===== src/rtl/kbd_fifo.sv =====
// Scancode FIFO between ps2keyboard and memctrl: edge-detected push/pop, show-ahead head byte, sticky overflow.
// Optional key-release filter enabled by defining KBD_FIFO_BREAK_FILTER_EN.
module kbd_fifo #(
  parameter int DEPTH_LOG2 = 4
) (
  input  logic                  clock,
  input  logic                  reset,
  input  logic [7:0]            ps2_data,
  input  logic                  ps2_hit,
  input  logic                  rd,
  input  logic                  ovf_clr,
  output logic [7:0]            q,
  output logic                  empty,
  output logic                  full,
  output logic [DEPTH_LOG2:0]   count,
  output logic                  ovf
);

  localparam int PW    = DEPTH_LOG2;
  localparam int CW    = DEPTH_LOG2 + 1;
  localparam int DEPTH = 1 << DEPTH_LOG2;

  logic [7:0]    mem_q [DEPTH];
  logic [PW-1:0] wr_ptr_q, wr_ptr_d;
  logic [PW-1:0] rd_ptr_q, rd_ptr_d;
  logic [CW-1:0] count_q, count_d;
  logic          ovf_q, ovf_d;
  logic          hit_q, rd_q;

  logic push_ev, pop_ev, store, do_push, do_pop, overflow;

  assign push_ev = ps2_hit & ~hit_q;
  assign pop_ev  = rd & ~rd_q;

`ifdef KBD_FIFO_BREAK_FILTER_EN
  typedef enum logic {PASS, BREAK} filt_e;
  filt_e filt_q, filt_d;

  always_comb begin
    filt_d = filt_q;
    store  = 1'b0;
    if (push_ev) begin
      unique case (filt_q)
        PASS: begin
          if (ps2_data == 8'hF0) filt_d = BREAK;
          else                   store  = 1'b1;
        end
        BREAK: filt_d = PASS;
      endcase
    end
  end

  always_ff @(posedge clock or posedge reset) begin
    if (reset) filt_q <= PASS;
    else       filt_q <= filt_d;
  end
`else
  assign store = push_ev;
`endif

  assign empty = (count_q == '0);
  assign full  = (count_q == CW'(DEPTH));
  assign count = count_q;
  assign ovf   = ovf_q;
  assign q     = empty ? 8'h00 : mem_q[rd_ptr_q];

  // A pop while full frees the slot, so the simultaneous push is accepted.
  assign do_pop   = pop_ev & ~empty;
  assign do_push  = store & (~full | do_pop);
  assign overflow = store & full & ~do_pop;

  always_comb begin
    wr_ptr_d = wr_ptr_q;
    rd_ptr_d = rd_ptr_q;
    count_d  = count_q;
    ovf_d    = ovf_q;
    if (do_push) wr_ptr_d = wr_ptr_q + PW'(1);
    if (do_pop)  rd_ptr_d = rd_ptr_q + PW'(1);
    if (do_push && !do_pop)      count_d = count_q + CW'(1);
    else if (do_pop && !do_push) count_d = count_q - CW'(1);
    if (ovf_clr)  ovf_d = 1'b0;
    if (overflow) ovf_d = 1'b1;
  end

  // NOTE: non-blocking assignments for all state; hit_q resets to 1 so a held ps2_hit is not a push after reset.
  always_ff @(posedge clock or posedge reset) begin
    if (reset) begin
      wr_ptr_q <= '0;
      rd_ptr_q <= '0;
      count_q  <= '0;
      ovf_q    <= 1'b0;
      hit_q    <= 1'b1;
      rd_q     <= 1'b0;
    end else begin
      wr_ptr_q <= wr_ptr_d;
      rd_ptr_q <= rd_ptr_d;
      count_q  <= count_d;
      ovf_q    <= ovf_d;
      hit_q    <= ps2_hit;
      rd_q     <= rd;
    end
  end

  // NOTE: storage has no reset; empty/count gate q, so stale bytes are never visible.
  always_ff @(posedge clock) begin
    if (do_push) mem_q[wr_ptr_q] <= ps2_data;
  end

endmodule


===== config.mk =====
export PLATFORM = sky130hd
export DESIGN_NAME = kbd_fifo
export DESIGN_NICKNAME = d
export VERILOG_FILES = /design/src/rtl/kbd_fifo.sv
export SDC_FILE = /design/constraint.sdc
export NUM_CORES = 1
export LEC_CHECK = 0
export ABC_AREA = 0
export BUFFER_PORTS_ARGS = -buffer_cell sky130_fd_sc_hd__clkbuf_2
export CORE_MARGIN = 2
export CORE_UTILIZATION = 40
export CTS_BUF_LIST = sky130_fd_sc_hd__clkbuf_8
export DETAILED_ROUTE_END_ITERATION = 6
export GPL_TIMING_DRIVEN = 0
export HOLD_SLACK_MARGIN = 0.05
export PLACE_DENSITY = 0.58
export SYNTH_ARGS = -nofsm -noshare
export SYNTH_HDL_FRONTEND = slang
export SYNTH_SLANG_ARGS = --single-unit

===== constraint.sdc =====
create_clock -name clock -period 5.4 [get_ports clock]
set_input_delay 0.54 -clock clock [delete_from_list [all_inputs] [get_ports clock]]
set_output_delay 0.54 -clock clock [all_outputs]
set_load 0.05 [all_outputs]

==> out/results.ini, run 1 <==
[outcome]
status = finished, final reports clean

[timing]
finalClockSkew_ns = 0.0103
setup_tns_ns = 0
finalCriticalPeriod_ns = 3.29
rsz0062_at_grt = no
hold_viol = 0
max_freq_ghz = 0.304
worst_pin_slew_ns = 1.25
fin_crit_sh_pct = 60.9
slew_headroom_pct = 16.3
setup-violations-final = 0
timing.final.ws_setup_ns = 2.11
drv_slew = 0

[global_route]
track_usage_pct = 16.3
overflow = 0
grt_pass1_wl_um = 18600
grt_max_degree = 17
antenna_found_initial = 0
grt_pass1_vias = 3017

[layout]
syn_to_final_growth_pct = 13.1
final_layout_size_suffix_gt1_share_pct = 25.7
nNetsFinal = 380
multi_input_area_um2 = 1560
fill_cells = 1258
diodes = 0
regArea_um2 = 4250

[clock_tree]
cts_buffer_depth = 2
cts_tree = built
cts_hold_buffers = 0
cts-root-buf = clkbuf_8
clkTransAtPathRegs_ns = 0.08
cts.sinks = 144
cts_htree_levels = 4
cts_buffers = 17
insertion_delay_ns = 0.44
postCtsResizedCells = 0
post_cts_buffers = 0

[worst_setup_path]
critPathMaxStageDelay_ns = 0.46
cp_top_family = compound AO/OA/AOI/OAI gates
worstSetupEndpointType = register
cp.arrival_ns = 3.61
path_cells = nor4_1 > a31o_2 > buf_2 > inv_2 > ha_1 > inv_1 > ha_1 > a21o_1 > a2111oi_0 > a31oi_1 > a221o_1
crit_type = register to register
r2r-end = count[4]
worst_ep_required_time_ns = 5.72
crit_top_cell = ha_1
r2r_cells = 11
start_kind = register
cp_slowest_cell = dfrtp_1
crit_start = count[0]
r2r-start = count[0]
critPathBufInv = 3
crit_fanout = 10
ff2ff_setup_slack_ns = 2.11
worst-path-stages = 11
crit_end = count[4]

[logic_synthesis]
syn_avg_cell_area_um2 = 19.2
synthFlopType = edfxtp_1
yosys_warnings = 0
synth_top_area_share_pct = 64.5
synth_top_cell_by_area = edfxtp_1
syn_inst = 310
synth.net_count = 333
synth-seq-cells = 144
yosysUniqueCellTypes = 41
synth_most_common_cell = edfxtp_1
syn_area_um2 = 5960
synthArstFlopShare_pct = 11.1
synthTopCellsByArea = edfxtp_1 (65%), mux4_2 (7.6%), dfrtp_1 (6.3%)
ys_top_cells_by_count = edfxtp_1 (128), mux4_2 (20), a211oi_1 (16)
synth_edf_count = 128
ys_seq_area_share_pct = 71.3

[min_path]
hp-class = input pin to async pin

[floorplanning]
start_util_pct = 41.0
die_h_um = 126
die_x_um = 126
core_um2 = 14500
num_rows = 44
ioPinCount = 29
die-area_um2 = 15900

[route]
drt-initial-drc-count = 332
viasPerCell = 5.38
dr.pass1.iters = 4
routedWlPerCell_um = 21.5
drc = 0
wirelength_um = 11900
ant_nets = 0
vias = 2979

[place]
gp_congestion = 0.759
hpwl_um = 7700
numPortBuffers = 28
place_ws_ns = 2.12

[power_and_ir_drop]
ir_worst_vdd_mv = 0.365
powerDensity_nw_per_um2 = 543
p_leak_nw = 2.32

[run]
maxCapViolations = 0

==> state kept, by name (all words and copies together) (netlist names) <==
register and count:
ovf 1, wr_ptr_q 4, rd_ptr_q 4, hit_q 1
count 5, mem_q 128, rd_q 1
==> worst min path at each step <==
stage          slack, ns           to     from  cells after the start
3_5_place_dp        0.54          ovf      ovf                      2
4_1_cts             0.16        hit_q  ps2_hit                      1
2_1_floorplan       0.45     count[0]    reset                      1
3_3_place_gp        0.53          ovf      ovf                      2
5_1_grt             0.16        hit_q  ps2_hit                      1
6_report            0.18  rd_ptr_q[1]    reset                      2
==> logic make-up after synthesis <==
kind of cell | count (synthesis) | share of synthesized area, %
AOI/OAI and AO/OA | 30 | 3.53
and+or+nand+nor | 50 | 4.47
muxes | 42 | 14.6
buffers and inverters | 25 | 2.58
adders and majority gates | 10 | 2.23
xor gates and xnor gates | 9 | 1.32
DFF | 144 | 71.3
==> per-layer routing <==
metal  global-route usage (%)  vias up  wire (µm)
met1                     24.2     1547       5700
met4                     4.65        0         64
met3                     4.55        7        607
met2                     23.6       72       5550
li1                         -     1353          -
met5                        0        -          0
==> cell type report <==
type                    instances  share of cell area (%)
plain buffers                  17                    1.84
clock buffers                  17                    3.47
clock inverters                15                    2.60
inverters                       8                   0.446
multi-input cells             141                    23.1
flip-flops and latches        144                    63.0
well taps                     184                    3.42
repair buffers                 28                    2.08
==> power breakdown <==
part,switching [mW],internal (mW),leakage [nW]
registers,0.0621,1.31,1.34
clock network,0.387,0.492,0.210
logic,0.879,0.520,0.768
total,1.33,2.33,2.32
==> cells in the final DEF, fill, tap and decap left out, drive strengths merged, types with 2 or more instances in the layout <==
cell / instances
edfxtp: 128
clkbuf: 49
mux4: 32
a211oi: 16
dfrtp: 15
buf: 13
nand2: 9
ha: 9
inv: 9
clkinv: 9
mux2i: 8
nor2b: 8
nor2: 8
xnor2: 7
nor3: 5
a21oi: 4
and3: 4
nand3: 4
and2: 4
bufinv: 4
o21ai: 3
nor4: 2
nand2b: 2
xor2: 2
mux2: 2
a21o: 2
nand4: 2
==> through the flow <==
stage               total power, mW  hold WS (ns)  area (µm²)  cells  utilization (%)
floorplan                      2.46         0.453        5960    310                -
global placement               2.80         0.531        6330    522             43.5
detailed placement             2.82         0.538        6330    522             43.5
CTS                            3.69         0.164        6740    554             46.3
global route                   3.84         0.163        6740    554             46.3
finish                         3.65         0.176        6740    554             46.3
Note: power is estimated with default switching activity, not from simulation.
==> inputs of run 2 (changes only) <==
PLACE_DENSITY = 0.6   (was 0.58)
clock period = 3 ns   (was 5.4 ns; I/O delays follow)
==> run 2 against run 1 <==
Largest power group unchanged. Core utilization increased by 0.67 points. Die area unchanged. Register-to-register slack got worse by 2.0 ns.
==> out/results.ini, run 2 (synthesized netlist as in run 1, its figures left out) <==
[timing]
max_freq_ghz = 0.346
whs_ns = 0.321
fin_crit_sh_pct = 96.3
drv_slew = 0
slew_headroom_pct = 16.7
finalCriticalPeriod_ns = 2.89
finalClockSkew_ns = 0.0103
hold_viol = 0
timing.final.ws_setup_ns = 0.110
setup_tns_ns = 0
worst_pin_slew_ns = 1.24
setup-violations-final = 0

[place]
place_ws_ns = -0.194
numPortBuffers = 28
hpwl_um = 7520
gp_congestion = 0.730

[worst_setup_path]
start_kind = register
crit_start = count[3]
ff2ff_setup_slack_ns = 0.11
worstSetupEndpointType = register
r2r-start = count[3]
cp.arrival_ns = 3.22
crit_type = register to register
worst_ep_required_time_ns = 3.33
crit_fanout = 7
crit_end = count[4]
r2r-end = count[4]
r2r_cells = 10

[clock_tree]
cts_buffer_depth = 2
cts_htree_levels = 4
insertion_delay_ns = 0.44
clkTransAtPathRegs_ns = 0.08
cts_tree = built
cts-root-buf = clkbuf_8
cts.sinks = 144
cts_buffers = 17

[layout]
final_common_cell = edfxtp_1
largest_reg_flops = 128
layout_common_cells = edfxtp_1 (128), clkbuf_2 (29), mux4_2 (20)
diodes = 0
fin_util_pct = 47.0
syn_to_final_growth_pct = 14.7
largest-register = mem_q
fill_cells = 1226
nNetsFinal = 388
final_layout_size_suffix_gt1_share_pct = 28.8

[route]
routedWlPerCell_um = 20.8
ant_nets = 0
drt-initial-drc-count = 236
viasPerCell = 5.19
vias = 2919
drc = 0
dr.pass1.iters = 4
wirelength_um = 11700

[global_route]
grt_max_degree = 17
grt_util_met2_pct = 24.1
use_met3_pct = 4.97
grt_pass1_vias = 3067
overflow = 0
top_usage_layer = met2
antenna_found_initial = 0
grt_pass1_wl_um = 17900
track_usage_pct = 15.8
met1_usage_pct = 21.7

[power_and_ir_drop]
swShare_pct = 37.3
seqPwrFrac_pct = 38.1
p_sw_mw = 2.44
powerDensity_nw_per_um2 = 957
p_leak_nw = 2.35
ir_worst_vdd_mv = 0.599
combPwrFrac_pct = 39.2
power.total_mw = 6.54
pwr-share-clk_pct = 22.7
intPower_mw = 4.10

[min_path]
hp-class = input pin to register

[floorplanning]
die-area_um2 = 15900
die_x_um = 126
num_rows = 44
core_um2 = 14500
start_util_pct = 41.0
die_h_um = 126
ioPinCount = 29

[outcome]
status = finished, final reports clean

[run]
maxCapViolations = 0

## run 2: through the flow
| step | area [µm²] | instances |
|---|---|---|
| final | 6830 | 562 |
| after global routing | 6830 | 562 |
| after floorplan | 5970 | 310 |
| after detailed placement | 6340 | 522 |
| after CTS | 6780 | 557 |
| after global placement | 6340 | 522 |
## run 2: worst min-delay path by stage
| stage | slack [ns] | cells past startpoint | end | start |
|---|---|---|---|---|
| after floorplan | 0.21 | 1 | count[2] | reset |
| after global placement | 0.39 | 2 | ovf | reset |
| after detailed placement | 0.40 | 2 | rd_q | reset |
| after CTS | 0.30 | 1 | mem_q[5][6] | ps2_data[6] |
| after global routing | 0.31 | 1 | mem_q[9][5] | ps2_data[5] |
| final | 0.32 | 1 | mem_q[9][5] | ps2_data[5] |
## run 2: critical path, stage by stage (launching register included)
cell and delay, ns:
dfrtp_2 0.45, nor4_4 0.41, a31o_4 0.23, inv_2 0.07, ha_1 0.25, inv_2 0.12, ha_1 0.27, a21o_1 0.23
a2111oi_2 0.35, a31oi_1 0.08, a221o_1 0.32
## run 2: repair_timing
action / CTS / global route
hold buffers: 4 / 0
hold endpoints to repair: 18 / 0
gates resized for setup: 4 / 3
pin swaps: 0 / 2
setup buffers: 0 / 4
setup endpoints to repair: 1 / 1
## run 2: cell type report
type	count	area (µm²)	area share, %
plain buffers	16	119	1.74
clock buffers	18	248	3.63
clock inverters	14	141	2.07
inverters	8	30.0	0.439
multi-input cells	141	1600	23.4
flip-flops and latches	144	4250	62.2
well taps	184	230	3.37
repair buffers	37	218	3.19
## run 2: power groups by stage
stage | logic (mW) | clock network, mW | registers [mW]
floorplan | 1.81 | 0 | 2.62
global placement | 2.51 | 0 | 2.52
detailed placement | 2.54 | 0 | 2.53
CTS | 2.55 | 1.53 | 2.50
global route | 2.76 | 1.61 | 2.51
finish | 2.56 | 1.49 | 2.49
## run 2: routing by layer
layer  share of wire [%]  up-vias
met4                 1.3        0
met5                   0        -
li1                    -     1368
met1                  45     1468
met2                  48       76
met3                 5.9        7
==> inputs of run 3 (changes only) <==
CORE_ASPECT_RATIO = 0.75   (was default)
==> run 3 against run 2 <==
Worst hold slack worse by 0.023 ns. Register-to-register slack better by 0.03 ns. Fmax up 0.30%. Wire length up 1.8%. Clock skew up 0.0012 ns. Final area up 0.86%. Sequential share of layout area down 0.53 points. Cell count up 2.7%. Critical path type is now input pin to register. Highest routed layer unchanged.
==> out/results.ini, run 3 (synthesized netlist as in run 1, its figures left out) <==
[floorplanning]
start_util_pct = 41.1
core_um2 = 14500
num_rows = 38
die_h_um = 110
die_x_um = 145
die-area_um2 = 15900
ioPinCount = 29

[route]
viasPerCell = 5.24
vias = 3022
dr.pass1.iters = 4
drt-initial-drc-count = 308
routedWlPerCell_um = 20.6
ant_nets = 0
drc = 0
wirelength_um = 11900

[global_route]
grt_max_degree = 17
grt_pass1_vias = 3010
overflow = 0
antenna_found_initial = 0
grt_pass1_wl_um = 18100
track_usage_pct = 16.3

[layout]
multi_input_area_um2 = 1620
layout_common_cells = edfxtp_1 (128), clkbuf_2 (29), mux4_2 (20)
nNetsFinal = 387
largest_reg_flops = 128
diodes = 0
fill_cells = 1245
final_common_cell = edfxtp_1
final_layout_size_suffix_gt1_share_pct = 29.7
fin_area_um2 = 6890
syn_to_final_growth_pct = 15.7
largest-register = mem_q
regArea_um2 = 4250

[worst_setup_path]
start_kind = input pin
crit_fanout = 7
worstSetupEndpointType = register
crit_start = rd
crit_type = input pin to register
r2r_cells = 10
r2r-start = count[3]
cp_top_family = compound AO/OA/AOI/OAI gates
path_cells = dlygate4sd3_1 > clkbuf_2 > nand2b_1 > a31o_2 > inv_2 > ha_2 > inv_4 > fa_2 > a21o_1 > a2111oi_2 > a31oi_1 > a221o_1
critPathBufInv = 4
cp.arrival_ns = 3.19
critPathMaxStageDelay_ns = 0.53
worst-path-stages = 12
worst_ep_required_time_ns = 3.31
cp_slowest_cell = dlygate4sd3_1
r2r-end = count[4]
crit_end = count[4]
ff2ff_setup_slack_ns = 0.14

[timing]
finalCriticalPeriod_ns = 2.88
max_freq_ghz = 0.347
drv_slew = 0
fin_crit_sh_pct = 96.1
setup-violations-final = 0
hold_viol = 0
worst_pin_slew_ns = 0.891
finalClockSkew_ns = 0.0115
setup_tns_ns = 0
slew_headroom_pct = 40.4

[clock_tree]
cts_buffers = 17
cts_buffer_depth = 2
cts-root-buf = clkbuf_8
cts_tree = built
cts.sinks = 144
insertion_delay_ns = 0.43
clkTransAtPathRegs_ns = 0.08
cts_htree_levels = 4

[power_and_ir_drop]
p_leak_nw = 2.36
p_sw_mw = 2.44
intPower_mw = 4.24
powerDensity_nw_per_um2 = 970
pwr-share-clk_pct = 23.4
seqPwrFrac_pct = 37.2
combPwrFrac_pct = 39.3
ir_worst_vdd_mv = 0.319
swShare_pct = 36.5
power.total_mw = 6.68

[outcome]
status = finished, final reports clean

[place]
postPlaceCellArea_um2 = 6370
numPortBuffers = 28
hpwl_um = 7940
gp_congestion = 0.799

[min_path]
hp-class = input pin to register
hold_depth = 1

[run]
maxCapViolations = 0

==> run 3: what timing repair did <==
action	in CTS	in global routing
setup buffers	1	3
gates resized for setup	4	7
gates cloned	0	0
hold buffers	4	0
setup endpoints to repair	1	3
pin swaps	1	4
hold endpoints to repair	18	0
==> run 3: metrics by stage <==
step	utilization [%]	setup WS, ns	std cells	hold WS (ns)
finish	47.5	0.118	577	0.298
global route	47.5	-0.00948	577	0.290
CTS	47.2	0.0483	574	0.284
detailed placement	43.9	-0.286	538	0.404
global placement	43.8	-0.218	538	0.400
floorplan	-	0.00320	310	0.213
==> run 3: how the worst min path moves through the flow <==
stage / start / slack (ns) / to
floorplan: reset / 0.21 / count[2]
global placement: ps2_hit / 0.40 / hit_q
detailed placement: ps2_hit / 0.40 / hit_q
CTS: ps2_data[6] / 0.28 / mem_q[5][6]
global route: ps2_data[0] / 0.29 / mem_q[0][0]
finish: ps2_data[6] / 0.30 / mem_q[5][6]
==> run 3: metal layers <==
layer  routed length, µm  part of all wire [%]  GRT usage (%)
met1                5680                    48           23.2
met2                5400                    45           24.7
met3                 736                   6.2           4.44
met4                  84                  0.71           4.95
met5                   0                     0              0
==> run 3: power groups by stage <==
stage	registers [mW]	logic, mW	clock network [mW]
4_1_cts	2.50	2.59	1.60
3_5_place_dp	2.53	2.56	0
2_1_floorplan	2.62	1.81	0
3_3_place_gp	2.52	2.52	0
5_1_grt	2.51	2.82	1.70
6_report	2.49	2.63	1.56
==> run 3: layout make-up <==
cell class | instances | share of cell area, %
Tap cell | 200 | 3.63
Buffer | 16 | 1.72
Timing Repair Buffer | 36 | 3.05
Clock inverter | 15 | 2.58
Sequential cell | 144 | 61.7
Multi-Input combinational cell | 141 | 23.5
Clock buffer | 17 | 3.40
Inverter | 8 | 0.472
